--- config.mk ---
export PLATFORM = sky130hd
export DESIGN_NAME = load_store_unit
export DESIGN_NICKNAME = d
export VERILOG_FILES = /design/src/rtl/lsu_pkg.sv /design/src/rtl/lsu_align_check.sv /design/src/rtl/load_store_unit.sv
export SDC_FILE = /design/constraint.sdc
export NUM_CORES = 1
export LEC_CHECK = 0
export ABC_AREA = 1
export BUFFER_PORTS_ARGS = -buffer_cell sky130_fd_sc_hd__buf_2
export CORE_ASPECT_RATIO = 1.75
export CORE_UTILIZATION = 46
export CTS_CLUSTER_SIZE = 30
export DETAILED_ROUTE_END_ITERATION = 8
export PLACE_DENSITY = 0.86
export SYNTH_ARGS = -nofsm -noshare
export SYNTH_HDL_FRONTEND = slang
export SYNTH_SLANG_ARGS = --single-unit
--- constraint.sdc ---
create_clock -name clk -period 3 [get_ports clk]
set_input_delay 0.6 -clock clk [delete_from_list [all_inputs] [get_ports clk]]
set_output_delay 0.6 -clock clk [all_outputs]
set_load 0.03 [all_outputs]
--- src/rtl/lsu_pkg.sv ---
// Shared types and constants for the load/store unit: FSM states, RV32I
// load/store funct3 encodings and the wait-state limit.
package lsu_pkg;

    typedef enum logic [1:0] {
        IDLE,
        WAIT,
        ACCESS,
        RESP
    } lsu_state_t;

    localparam logic [2:0] F3_B  = 3'b000;
    localparam logic [2:0] F3_H  = 3'b001;
    localparam logic [2:0] F3_W  = 3'b010;
    localparam logic [2:0] F3_BU = 3'b100;
    localparam logic [2:0] F3_HU = 3'b101;

    localparam int MAX_WAIT   = 15;
    localparam int WAIT_CNT_W = $clog2(MAX_WAIT + 1);

    // Stores only come in signed-less byte/half/word flavours; loads add BU/HU.
    function automatic logic funct3_legal(input logic we, input logic [2:0] funct3);
        if (we) begin
            return funct3 inside {F3_B, F3_H, F3_W};
        end
        return funct3 inside {F3_B, F3_H, F3_W, F3_BU, F3_HU};
    endfunction

endpackage

--- src/rtl/lsu_align_check.sv ---
// Combinational request validator: flags illegal funct3 codes and
// misaligned half/word addresses.
module lsu_align_check
    import lsu_pkg::*;
(
    input  logic       we,
    input  logic [2:0] funct3,
    input  logic [1:0] addr,
    output logic       err
);

    logic misaligned;

    always_comb begin
        // NOTE: default first so every path assigns misaligned; a missing path would infer a latch.
        misaligned = 1'b0;
        case (funct3)
            F3_H, F3_HU: misaligned = addr[0];
            F3_W:        misaligned = (addr != 2'b00);
            default:     misaligned = 1'b0;
        endcase
    end

    assign err = !funct3_legal(we, funct3) || misaligned;

endmodule

--- src/rtl/load_store_unit.sv ---
// MEM-stage sequencer: accepts one load/store, validates it, inserts wait
// states, pulses the data_mem enables for one cycle and returns a response.
module load_store_unit
    import lsu_pkg::*;
#(
    parameter int WIDTH       = 32,
    parameter int WAIT_CYCLES = 0
) (
    input  logic             clk,
    input  logic             rst,
    input  logic             req_valid,
    output logic             req_ready,
    input  logic             req_we,
    input  logic [2:0]       req_funct3,
    input  logic [WIDTH-1:0] req_addr,
    input  logic [WIDTH-1:0] req_wdata,
    input  logic [4:0]       req_rd,
    input  logic             flush,
    output logic [WIDTH-1:0] mem_addr,
    output logic [WIDTH-1:0] mem_data_in,
    output logic             mem_wr_en,
    output logic             mem_rd_en,
    output logic [2:0]       mem_funct3,
    input  logic [WIDTH-1:0] mem_data_out,
    output logic             rsp_valid,
    output logic             rsp_err,
    output logic [WIDTH-1:0] rsp_rdata,
    output logic [4:0]       rsp_rd
);

    // Counter preload; the WAIT state is never entered when WAIT_CYCLES is 0.
    localparam logic [WAIT_CNT_W-1:0] WAIT_INIT =
        WAIT_CNT_W'(((WAIT_CYCLES > 0) ? WAIT_CYCLES : 1) - 1);

    lsu_state_t            state;
    logic [WAIT_CNT_W-1:0] wait_cnt;
    logic                  we_q;
    logic [4:0]            rd_q;
    logic                  req_err;
    logic                  accept;

    lsu_align_check u_align_check (
        .we     (req_we),
        .funct3 (req_funct3),
        .addr   (req_addr[1:0]),
        .err    (req_err)
    );

    assign req_ready = (state == IDLE);
    // A flush in IDLE suppresses the handshake rather than cancelling later.
    assign accept    = req_valid && req_ready && !flush;

    // mem_addr/mem_data_in/mem_funct3 double as the latched request, so they
    // naturally hold their last value outside ACCESS.
    always_ff @(posedge clk or negedge rst) begin
        if (!rst) begin
            state       <= IDLE;
            wait_cnt    <= '0;
            we_q        <= 1'b0;
            rd_q        <= '0;
            mem_addr    <= '0;
            mem_data_in <= '0;
            mem_funct3  <= '0;
            mem_wr_en   <= 1'b0;
            mem_rd_en   <= 1'b0;
            rsp_valid   <= 1'b0;
            rsp_err     <= 1'b0;
            rsp_rdata   <= '0;
            rsp_rd      <= '0;
        end else begin
            // NOTE: sequential state uses non-blocking assignments so every register samples pre-edge values.
            mem_wr_en <= 1'b0;
            mem_rd_en <= 1'b0;
            rsp_valid <= 1'b0;

            case (state)
                IDLE: begin
                    if (accept) begin
                        we_q        <= req_we;
                        rd_q        <= req_rd;
                        mem_addr    <= req_addr;
                        mem_data_in <= req_wdata;
                        mem_funct3  <= req_funct3;
                        if (req_err) begin
                            state     <= RESP;
                            rsp_valid <= 1'b1;
                            rsp_err   <= 1'b1;
                            rsp_rdata <= '0;
                            rsp_rd    <= req_rd;
                        end else if (WAIT_CYCLES > 0) begin
                            state    <= WAIT;
                            wait_cnt <= WAIT_INIT;
                        end else begin
                            state     <= ACCESS;
                            mem_wr_en <= req_we;
                            mem_rd_en <= ~req_we;
                        end
                    end
                end

                WAIT: begin
                    if (flush) begin
                        state <= IDLE;
                    end else if (wait_cnt == '0) begin
                        state     <= ACCESS;
                        mem_wr_en <= we_q;
                        mem_rd_en <= ~we_q;
                    end else begin
                        wait_cnt <= wait_cnt - 1'b1;
                    end
                end

                ACCESS: begin
                    // Flush is ignored from here on: the access is committed.
                    state     <= RESP;
                    rsp_valid <= 1'b1;
                    rsp_err   <= 1'b0;
                    rsp_rdata <= we_q ? '0 : mem_data_out;
                    rsp_rd    <= rd_q;
                end

                RESP: begin
                    state <= IDLE;
                end

                default: begin
                    state <= IDLE;
                end
            endcase
        end
    end

endmodule
Word-level counts from Yosys, hierarchy flattened
Cells that the tools add are included.

storage, ports and cells
  logic and storage cells = 77
  bits in registers = 120
  output and inout port bits = 109

operators by class
  reductions and logical operators = 17
  $add $sub $neg = 1
  muxes and demuxes = 32
  bitwise gates (word level) = 4
  eq/ne operators = 10

operator list
  cell                                                                      count
  32-bit 2-to-1 mux                                                         3
  32-bit one-hot mux with 2 select lines                                    1
  1-bit 2-to-1 mux                                                          16
  5-bit 2-to-1 mux                                                          2
  1-bit one-hot mux with 2 select lines                                     5
  5-bit one-hot mux with 2 select lines                                     1
  2-bit one-hot mux with 4 select lines                                     1
  3-bit == test (second input constant)                                     2
  2-bit 2-to-1 mux                                                          3
  3-bit AND reduction                                                       2
  5-bit nonzero test                                                        1
  2-bit == test (second input constant)                                     2
  4-bit zero test                                                           1
  2-bit by 1-bit inequality test with 1-bit output (second input constant)  2
  1-bit inverter                                                            4
  2-bit AND reduction                                                       2
  2-bit nonzero test                                                        2
  4-bit by 1-bit subtractor with 4-bit output (second input constant)       1
  3-bit by 1-bit == test with 1-bit output (second input constant)          1
  3-bit by 2-bit == test with 1-bit output (second input constant)          1
  3-bit zero test                                                           1
  3-bit inequality test (second input constant)                             1
  3-bit nonzero test                                                        1
  2-bit by 1-bit == test with 1-bit output (second input constant)          1
  5 further kinds                                                           7

Depth between registers and ports, before layout
Gate-level depths: netlist (run 1).

  depth in word-level cells = 9
  gate-level depth with buffers = 8
  gate-level depth less buffers = 8

Cells and area by module
From an unflattened synthesis (run 1), not the netlist that was laid out.

second synthesis, totals
  cell total of the unflattened synthesis = 555
  area, all modules = 4,803.4 um^2

modules (own cells, without submodules)
  module           cells an instance  area an instance (um^2)  seq. area each (um^2)  instances
  load_store_unit  551                4,783.3                  3,002.9                1
  lsu_align_check  4                  20.0                     0.0                    1

Least setup slack after synthesis (run 1)
Ideal clock, no wire load.

  path type = input to register
  from = in flush
  to = reg rsp_rd[0]
  data arrival time = 1.261 ns
  data required time = 2.883 ns
  path buffers = 1
  stages on the path = 7
  slack = 1.622 ns
  cells stage by stage = inv_1 -> nand2_1 -> nor2_4 -> nand3_2 -> buf_4 -> nand3_1 -> nand2_1

on the way
  cells in the longest elaborated chain, start to end = 4

RTL lines
  element                                                     line                    text
  start, declared                                             load_store_unit.sv:18   input logic flush,
  1-bit zero test                                             load_store_unit.sv:51   assign accept = req_valid && req_ready && !flush;
  1-bit logical AND                                           load_store_unit.sv:51
  2-bit by 1-bit inequality test with 1-bit output (no line)  -
  3-bit AND reduction (no line)                               -
  end signal, assigned                                        load_store_unit.sv:89   rsp_rd <= req_rd;
  end signal, assigned                                        load_store_unit.sv:119  rsp_rd <= rd_q;
  end, declared                                               load_store_unit.sv:28   output logic [4:0] rsp_rd

Every way passes these cells.
A chain may end at the register's enable or synchronous reset.

Worst setup path after layout (run 1)
  from = reg state[0]
  to = reg rsp_rdata[6]

on the way
  cells in the longest elaborated chain, start to end = 5
  elaborated cells between the ends (all ways) = 9
  classes of those cells = eq/ne (3); mux (1); reduce/logical (5)

RTL lines
  element                                                     line                                          text
  start, declared                                             load_store_unit.sv:35                         lsu_state_t state;
  start signal, assigned                                      load_store_unit.sv:57                         state <= IDLE;
  start signal, assigned                                      load_store_unit.sv:85                         state <= RESP;
  start signal, assigned                                      load_store_unit.sv:91                         state <= WAIT;
  2-bit zero test                                             load_store_unit.sv:49, load_store_unit.sv:76
  1-bit logical AND (2 in a row)                              load_store_unit.sv:51
  2-bit by 1-bit inequality test with 1-bit output (no line)  -
  3-bit AND reduction (no line)                               -
  end signal, assigned                                        load_store_unit.sv:118                        rsp_rdata <= we_q ? '0 : mem_data_out;
  end, declared                                               load_store_unit.sv:27                         output logic [WIDTH-1:0] rsp_rdata,

Several ways; a longest one is shown, not always the timed one.

==> results by group, run 1 <==
Global routing
  – Gr busiest metal: met2
  – Pin count of the biggest net entering global routing: 68
  – Met1 global-route usage: 0.253
  – Number of global-route vias before repair: 4136
  – Grt ovf: 0
  – Initial antenna violation count: 1
  – Total track usage: 0.240
  – Global-route wire length before repair: 19400 um
  – Met2 Use GR: 0.426
  – GR Util met3: 0.0570

Logic synthesis
  – Warnings from Yosys: 0
  – Synthesized area: 4740 um2
  – #FFs+latches synth: 120
  – Count leader, synth: nand2_1
  – Syn Inst Count: roughly 540
  – Synth cell types: 21
  – Commonest cells in the netlist: nand2_1 (293), dfrtp_1 (120), nand3_1 (43)
  – EDFF count, synth: 0
  – Seq/Total Area, Yosys: 0.634
  – Ys flop type: dfrtp_1
  – Synth area leaders: dfrtp_1 (63%), nand2_1 (23%), nand3_1 (4.5%)
  – Synth async-reset ratio: 1.00
  – Mapped Nets: 646
  – Syn_area_per_cell: a little under 9 um2
  – Area share of the largest cell type after synthesis: 0.634
  – Largest area contributor in the netlist: dfrtp_1

STA
  – Final setup vio count: 0
  – Fmax: between 400 and 500 MHz
  – Max-slew violation count: 0
  – Final hold slack: 0.0932 ns
  – RSZ-0062 raised after global routing: false
  – Period utilisation layout: 0.688
  – TNS Setup: 0 ns
  – Final Critical Period: approximately 2.1 ns
  – Clock skew: 0.00939 ns
  – Worst-margin pin slew: 1.10 ns
  – Final hold vios: 0
  – Slew margin rel.: 0.269

Floorplan
  – Row count: 48
  – Die H: 136 um
  – Total core area: between 9000 and 10000 um2
  – IO Count: 218
  – Die Wd: around 80 um
  – Die Footprint: 10700 um2
  – Initial Util: 0.478

Run
  – Number of max-cap violations: 0

Worst setup path
  – Crit-path max FO: 25
  – Setup CP Type: reg2reg
  – Critical Path RT: 3.29 ns
  – Startpoint Class: flip-flop
  – Crit path DAT: 2.35 ns
  – Element type at the critical path end: flip-flop

Cells and area
  – Area Overhead vs Synth: 37.8%
  – Layout cells sized above 1: 0.343
  – Nets: 863

Route
  – Routed WL per cell: about 14 um
  – Iter 0 DRT Violations: 210
  – ANT nets after route: 0
  – Pre-antenna DRT Iters: 5
  – Via-to-Cell Ratio: 4.83
  – Residual DRC: 0
  – Via count: around 4300
  – Detailed Route WL: 12500 um

Run status
  – Status: finished clean

Clock tree
  – CTS tree: yes
  – Total CTS buffers: 17
  – TritonCTS Sinks: 120
  – H-tree levels: 4
  – CTS max path bufs: 2
  – CTS resizes: 0
  – Root buf cell: clkbuf_16
  – Setup Fix Bufs, Post-CTS: 0
  – Clock transition at path regs: ~0.060 ns
  – Clock Latency Late Sink: 0.41 ns
  – Hold_buf cts: 0

Placement
  – HPWL after DPL: 8730 um
  – PortBufs: 217
  – Placer congestion estimate: 0.830

Power and ir drop
  – Power Dens Cells: 1270 nW/um2
  – Max VDD drop: between 700 and 800 uV
  – Pleak: around 3.9 nW

Hold path
  – HP Class: in2async
per-layer routing:
layer  vias up  part of all wire
met5         -                 0
met4         0             0.039
met3        39             0.049
met2       167              0.55
met1      2023              0.36
li1       2082                 -
critical path, cell delays in order (launching register included):
cell and delay, ns:
dfrtp_1 0.40, inv_2 0.07, nand2_1 0.09, nor2_4 0.12
buf_4 0.25, nand3_2 0.47, buf_4 0.39, nand3_1 0.08
nand2_1 0.06
layout by cell type, fill, tap and decap left out, types with 2 or more instances in the layout:
cell       netlist  routed
nand2_1        293     293
buf_2           15     216
dfrtp_1        120     120
nand3_1         43      43
inv_1           18      18
clkbuf_16        0      17
o21ai_1          9       9
o21ai_0          8       8
buf_4            8       8
nor2_1           5       4
clkinv_2         0       4
bufinv_16        0       4
inv_2            3       3
a21oi_1          2       2
clkbuf_1         1       2
clkinv_4         0       2
through the flow:
step | total power (W) | setup WS [ns] | cell area [um2] | std cells | utilization
floorplan | 0.00505 | 1.62 | 4740 | 536 | -
global placement | 0.00606 | 0.612 | 5910 | 859 | 0.596
detailed placement | 0.00617 | 0.592 | 5910 | 859 | 0.596
CTS | 0.00834 | 0.915 | 6530 | 891 | 0.659
global route | 0.00871 | 0.770 | 6530 | 892 | 0.659
finish | 0.00827 | 0.937 | 6530 | 892 | 0.659
power by group:
group          internal, W  total, W  switching (W)
Clock              0.00141   0.00213       0.000723
Sequential         0.00235   0.00274       0.000390
Combinational     0.000908   0.00339        0.00248
layout make-up:
class                           instances  area (um2)
Tap cell                              125         156
Antenna cell                            1        2.50
Inverter                               21        78.8
Fill cell                             826        3380
Timing Repair Buffer                  225        1160
Multi-Input combinational cell        368        1510
Clock buffer                           20         447
Clock inverter                         12         174
Sequential cell                       120        3000
flip-flops by register name, summed over array words and instances (netlist names), 2 cells and up:
register     count
state            2
mem_funct3       3
mem_data_in     32
wait_cnt         4
rd_q             5
rsp_rd           5
rsp_rdata       32
mem_addr        32
cells by family after synthesis:
group,synth area share
XOR/XNOR,0.00370
adder cells (fa/ha/maj),0.00264
AO/OA/AOI/OAI,0.0217
flip-flops,0.634
AND/OR/NAND/NOR,0.290
buffers and inverters,0.0483
path summary, 6_finish.rpt:
kind / start / to / slack (ns) / cells after the start
max: state[0] / rsp_rdata[6] / 0.94 / 8
min: rst / mem_addr[4] / 0.09 / 1
max reg2reg: state[0] / rsp_rdata[6] / 0.94 / 8
min reg2reg: mem_addr[27] / mem_addr[27] / 0.46 / 2
max in group asynchronous: rst / rsp_rdata[3] / 2.08 / 2
min in group clk: req_addr[7] / mem_addr[7] / 0.39 / 3
(Power assumes the default switching activity.)
==> run 2, diff against run 1 <==
- ABC_AREA: 1 -> 0
- CORE_UTILIZATION: 46 -> 42
- PLACE_DENSITY: 0.86 -> 0.83
- clock period: 3 -> 1.8 ns (I/O delays scaled with it)
==> run 2 against run 1 <==
Against the previous run: clock skew fell by 0.0032 ns; wire length decreased by 1.2%; non-clock buffer count grew 12; flip-flop and latch count unchanged; critical endpoint is now req_ready; largest power group unchanged.
==> results by group, run 2 <==
Worst setup path
  – Setup CP Type: reg2out (was reg2reg)
  – Critical Path RT: 1.44 ns (was 3.29 ns)
  – Startpoint Class: flip-flop (unchanged)
  – Element type at the critical path end: primary output (was flip-flop)
  – Crit-path max FO: 7 (was 25)
  – Crit path DAT: 1.34 ns (was 2.35 ns)

STA
  – Max-slew violation count: 0 (unchanged)
  – Worst-margin pin slew: 0.444 ns (was 1.10 ns)
  – RSZ-0062 raised after global routing: false (unchanged)
  – Final hold vios: 0 (unchanged)
  – Clock skew: 0.00618 ns (was 0.00939 ns)
  – Final setup vio count: 0 (unchanged)
  – Fmax: 588 MHz
  – Final hold slack: 0.149 ns (was 0.0932 ns)
  – Slew margin rel.: 0.703 (was 0.269)
  – Final Critical Period: 1.70 ns
  – TNS Setup: 0 ns (unchanged)
  – Period utilisation layout: 0.945

Global routing
  – Total track usage: 0.214 (was 0.240)
  – Pin count of the biggest net entering global routing: 41 (was 68)
  – Number of global-route vias before repair: 4089 (was 4136)
  – Grt ovf: 0 (unchanged)
  – Initial antenna violation count: 0 (was 1)
  – Global-route wire length before repair: 19000 um (was 19400 um)

Run status
  – Status: finished clean (unchanged)

Floorplan
  – Die Wd: 82.6 um (was 78.7 um)
  – Row count: 51 (was 48)
  – Die Footprint: 11800 um2 (was 10700 um2)
  – Die H: 143 um (was 136 um)
  – Initial Util: 0.430 (was 0.478)
  – IO Count: 218 (unchanged)
  – Total core area: 11100 um2 (was 9910 um2)

Cells and area
  – Area Overhead vs Synth: 40.4% (was 37.8%)
  – Fillers: 1031 (was 826)
  – Fin area: 6710 um2 (was 6530 um2)
  – Layout cells sized above 1: 0.361 (was 0.343)
  – Most frequent cells in the layout: nand2_1 (262), buf_2 (216), dfrtp_1 (120) (was nand2_1 (293), buf_2 (216), dfrtp_1 (120))
  – Most common cell after layout, fill and taps aside: nand2_1 (unchanged)
  – Nets: 857 (was 863)
  – Largest registers: mem_addr x32, mem_data_in x32, rsp_rdata x32 (unchanged)

Clock tree
  – Clock Latency Late Sink: 0.39 ns (was 0.41 ns)
  – Total CTS buffers: 17 (unchanged)
  – Clock transition at path regs: 0.06 ns (about the same)
  – CTS max path bufs: 2 (unchanged)
  – TritonCTS Sinks: 120 (unchanged)
  – CTS tree: yes (unchanged)
  – H-tree levels: 4 (unchanged)
  – Root buf cell: clkbuf_16 (unchanged)
  – CTS resizes: 0 (unchanged)

Route
  – Routed WL per cell: 13.8 um (was 14.0 um)
  – Iter 0 DRT Violations: 218 (was 210)
  – Pre-antenna DRT Iters: 4 (was 5)
  – Via count: 4337 (was 4311)
  – Residual DRC: 0 (unchanged)
  – Via-to-Cell Ratio: 4.86 (was 4.83)
  – Detailed Route WL: 12300 um (was 12500 um)
  – ANT nets after route: 0 (unchanged)

Logic synthesis
  – Count leader, synth: nand2_1 (unchanged)
  – Synthesized area: 4780 um2 (was 4740 um2)
  – Mapped Nets: 633 (was 646)
  – Seq/Total Area, Yosys: 0.629 (was 0.634)
  – #FFs+latches synth: 120 (unchanged)
  – Area share of the largest cell type after synthesis: 0.629 (was 0.634)
  – Ys flop type: dfrtp_1 (unchanged)
  – Synth cell types: 35 (was 21)
  – Warnings from Yosys: 0 (unchanged)
  – Largest area contributor in the netlist: dfrtp_1 (unchanged)
  – Synth area leaders: dfrtp_1 (63%), nand2_1 (21%), nand3_1 (3.6%) (was dfrtp_1 (63%), nand2_1 (23%), nand3_1 (4.5%))
  – Syn Inst Count: 523 (was 536)
  – Commonest cells in the netlist: nand2_1 (262), dfrtp_1 (120), nand3_1 (34), o21ai_0 (34), clkbuf_1 (18) (was nand2_1 (293), dfrtp_1 (120), nand3_1 (43))
  – EDFF count, synth: 0 (unchanged)
  – Synth async-reset ratio: 1.00 (unchanged)
  – Syn_area_per_cell: 9.13 um2 (was 8.84 um2)

Power and ir drop
  – Power Dens Cells: 1980 nW/um2 (was 1270 nW/um2)
  – Pleak: 3.71 nW (was 3.90 nW)
  – Max VDD drop: 1030 uV (was 748 uV)

Placement
  – HPWL after DPL: 8830 um (was 8730 um)
  – PortBufs: 217 (unchanged)
  – Placer congestion estimate: 0.773 (was 0.830)
  – Placement Cell Area: 6100 um2 (was 5910 um2)

Run
  – Number of max-cap violations: 0 (unchanged)

Hold path
  – HP Class: in2reg (was in2async)
## run 2: timing repair
item,in CTS,in global routing
hold buffers,1,0
hold endpoints to repair,23,0
buffers inserted,0,0
## run 2: cell families after synthesis
family                   after synthesis  synth area share
adder cells (fa/ha/maj)                1           0.00262
AND/OR/NAND/NOR                      316             0.271
multiplexers                           2           0.00445
XOR/XNOR                               2           0.00367
AO/OA/AOI/OAI                         47            0.0566
buffers and inverters                 35            0.0335
flip-flops                           120             0.629
## run 2: cell type report
cell class	instances	area, um2	share of cell area
Sequential cell	120	3000	0.448
Inverter	3	11.3	0.00168
Clock buffer	18	439	0.0655
Timing Repair Buffer	237	1300	0.194
Antenna cell	1	2.50	0.000373
Clock inverter	14	151	0.0226
Multi-Input combinational cell	368	1630	0.243
Tap cell	132	165	0.0246
## run 2: metal layers
metal | track usage | routed length (um) | vias up
li1 | - | - | 2126
met1 | 0.240 | 4820 | 2033
met2 | 0.372 | 6570 | 158
met3 | 0.0537 | 655 | 20
met4 | 0.0926 | 257 | 0
met5 | 0 | 0 | -
## run 2: worst paths after layout
kind | startpoint | end | slack [ns] | depth (start not counted)
hold / removal | req_wdata[13] | mem_data_in[13] | 0.15 | 3
max in group asynchronous | rst | rd_q[0] | 0.83 | 3
setup / recovery | state[0] | req_ready | 0.1 | 3
min in group asynchronous | rst | mem_data_in[12] | 0.42 | 2
hold reg to reg | mem_data_in[23] | mem_data_in[23] | 0.46 | 2
setup reg to reg | state[0] | rsp_rd[3] | 0.20 | 5
## run 2: stage by stage
step	utilization	std cells	power [W]	worst slack [ns]
3_5_place_dp	0.550	859	0.0101	0.0687
3_3_place_gp	0.550	859	0.00989	0.0975
6_report	0.604	893	0.0133	0.0996
2_1_floorplan	-	523	0.00816	0.210
4_1_cts	0.604	892	0.0134	0.0822
5_1_grt	0.604	892	0.0141	0.0251
## run 2: report_power, final
part / total [W] / internal, W / switching, W
sequential: 0.00443 / 0.00385 / 0.000579
clock: 0.00330 / 0.00208 / 0.00122
combinational: 0.00553 / 0.00161 / 0.00392
## run 2: worst max-delay path, cell delays in order (launching register included)
cell and delay, ns:
dfrtp_1 0.38, buf_4 0.17, nor2_1 0.17, buf_2 0.24
==> run 3, diff against run 2 <==
- SETUP_SLACK_MARGIN: unset -> 0.15
==> run 3 against run 2 <==
Against the previous run: critical path depth increased by 1; design area is 0.35% higher; combinational power is 0.7% higher; non-clock buffer count up 1; flip-flop and latch count stayed put; wire length shrank 0.14%; fmax grew 7.1%; global-route usage barely moved; register-to-register slack hardly changed; first-iteration DRC count down 1.8%.
==> results by group, run 3 (synthesized netlist as in run 2, its figures left out) <==
Run status
  – Status: finished clean (unchanged)

Clock tree
  – CTS max path bufs: 2 (unchanged)
  – TritonCTS Sinks: 120 (unchanged)
  – Root buf cell: clkbuf_16 (unchanged)
  – CTS tree: yes (unchanged)
  – Total CTS buffers: 17 (unchanged)
  – H-tree levels: 4 (unchanged)
  – Clock Latency Late Sink: 0.40 ns (was 0.39 ns)
  – Clock transition at path regs: 0.06 ns (about the same)

Global routing
  – Initial antenna violation count: 0 (unchanged)
  – Number of global-route vias before repair: 4084 (was 4089)
  – Total track usage: 0.213 (was 0.214)
  – Global-route wire length before repair: 19000 um (about the same)
  – Pin count of the biggest net entering global routing: 41 (unchanged)
  – Grt ovf: 0 (unchanged)

STA
  – Slew margin rel.: 0.726 (was 0.703)
  – Final setup vio count: 0 (unchanged)
  – TNS Setup: 0 ns (unchanged)
  – Final hold vios: 0 (unchanged)
  – Period utilisation layout: 0.882 (was 0.945)
  – Fmax: 630 MHz (was 588 MHz)
  – Clock skew: 0.00615 ns (was 0.00618 ns)
  – RSZ-0062 raised after global routing: true (was false)
  – Worst-margin pin slew: 0.411 ns (was 0.444 ns)
  – Final Critical Period: 1.59 ns (was 1.70 ns)
  – Max-slew violation count: 0 (unchanged)

Placement
  – PortBufs: 217 (unchanged)
  – Placer congestion estimate: 0.773 (unchanged)
  – HPWL after DPL: 8830 um (unchanged)

Hold path
  – Beginning of the worst hold path: req_wdata[13] (unchanged)
  – Hold Path Sink: mem_data_in[13] (unchanged)
  – Worst Hold Path Cells: 3 (unchanged)
  – HP Class: in2reg (unchanged)

Worst setup path
  – Crit-path max FO: 38 (was 7)
  – Startpoint Class: flip-flop (unchanged)
  – Element type at the critical path end: flip-flop (was primary output)
  – Setup CP Type: reg2reg (was reg2out)
  – RR Startpoint: state[0] (unchanged)
  – FF-to-FF path depth: 4 (was 5)
  – Reg2reg setup slack: 0.21 ns (was 0.20 ns)
  – Critical Path RT: 2.06 ns (was 1.44 ns)
  – RR Endpoint: rsp_rdata[29] (was rsp_rd[3])
  – Crit path DAT: 1.85 ns (was 1.34 ns)
  – Worst Setup SP: state[0] (unchanged)

Power and ir drop
  – Pleak: 3.72 nW (was 3.71 nW)
  – Max VDD drop: 1030 uV (about the same)
  – Power Dens Cells: 1980 nW/um2 (about the same)

Route
  – Routed WL per cell: 13.7 um (was 13.8 um)
  – Residual DRC: 0 (unchanged)
  – Detailed Route WL: 12300 um (about the same)
  – Via-to-Cell Ratio: 4.85 (was 4.86)
  – ANT nets after route: 0 (unchanged)
  – Iter 0 DRT Violations: 214 (was 218)
  – Pre-antenna DRT Iters: 4 (unchanged)
  – Via count: 4339 (was 4337)

Floorplan
  – Die Footprint: 11800 um2 (unchanged)
  – Die Wd: 82.6 um (unchanged)
  – Total core area: 11100 um2 (unchanged)
  – Die H: 143 um (unchanged)
  – Initial Util: 0.430 (unchanged)
  – IO Count: 218 (unchanged)
  – Row count: 51 (unchanged)

Cells and area
  – Most frequent cells in the layout: nand2_1 (261), buf_2 (215), dfrtp_1 (120) (was nand2_1 (262), buf_2 (216), dfrtp_1 (120))
  – Multi-input gate area: 1640 um2 (was 1630 um2)
  – Fillers: 1026 (was 1031)
  – Nets: 858 (was 857)
  – Area Overhead vs Synth: 40.9% (was 40.4%)
  – Final core utilization: 0.606 (was 0.604)
  – Largest registers: mem_addr x32, mem_data_in x32, rsp_rdata x32 (unchanged)
  – Most common cell after layout, fill and taps aside: nand2_1 (unchanged)
  – Layout cells sized above 1: 0.364 (was 0.361)
  – Register area: 3000 um2 (unchanged)

Run
  – Number of max-cap violations: 0 (unchanged)
==> run 3: worst max-delay path, stage by stage (launching register included) <==
cell     delay [ns]
dfrtp_1        0.38
or4b_4         0.56
nor3_4         0.17
buf_12         0.21
o21ai_0        0.13
==> run 3: worst max-delay path by stage <==
| stage | slack, ns | cells after the start | to |
|---|---|---|---|
| floorplan | 0.21 | 5 | rsp_rdata[10] |
| detailed placement | 0.07 | 5 | rsp_rdata[17] |
| finish | 0.21 | 4 | rsp_rdata[29] |
| CTS | 0.16 | 3 | req_ready |
| global route | 0.14 | 4 | rsp_rdata[29] |
| global placement | 0.1 | 4 | mem_rd_en |
==> run 3: where the power goes <==
group          internal (W)  total (W)  switching, W
clock network       0.00208    0.00329       0.00121
registers           0.00385    0.00443      0.000582
logic               0.00164    0.00557       0.00394
==> run 3: area by class of cell <==
cell class	instances	area share
flip-flops and latches	120	0.446
well taps	132	0.0245
multi-input cells	368	0.244
diodes	1	0.000372
clock inverters	14	0.0225
inverters	3	0.00167
clock buffers	18	0.0652
repair buffers	238	0.196
==> run 3: repair_timing <==
item / 4_1_cts / 5_1_grt
setup endpoints to repair: 1 / 30
gates resized for setup: 2 / 3
hold buffers: 1 / 0
setup buffers: 0 / 1
endpoints found under the hold margin: 23 / 0
cloned: 0 / 0
pin swaps: 0 / 1
==> run 3: per-layer routing <==
| layer | part of all wire | global-route usage | up-vias |
|---|---|---|---|
| li1 | - | - | 2129 |
| met1 | 0.39 | 0.240 | 2039 |
| met2 | 0.54 | 0.372 | 153 |
| met4 | 0.020 | 0.0926 | 0 |
| met3 | 0.053 | 0.0537 | 18 |
| met5 | 0 | 0 | - |
==> run 3: stage by stage <==
step	worst slack (ns)	hold WS, ns	std cells	instance area (um2)	total power, W
2_1_floorplan	0.210	0.0644	523	4780	0.00816
3_3_place_gp	0.0975	0.308	859	6100	0.00989
3_5_place_dp	0.0687	0.309	859	6100	0.0101
4_1_cts	0.157	0.133	892	6710	0.0134
5_1_grt	0.142	0.140	893	6730	0.0141
6_report	0.212	0.148	894	6730	0.0133
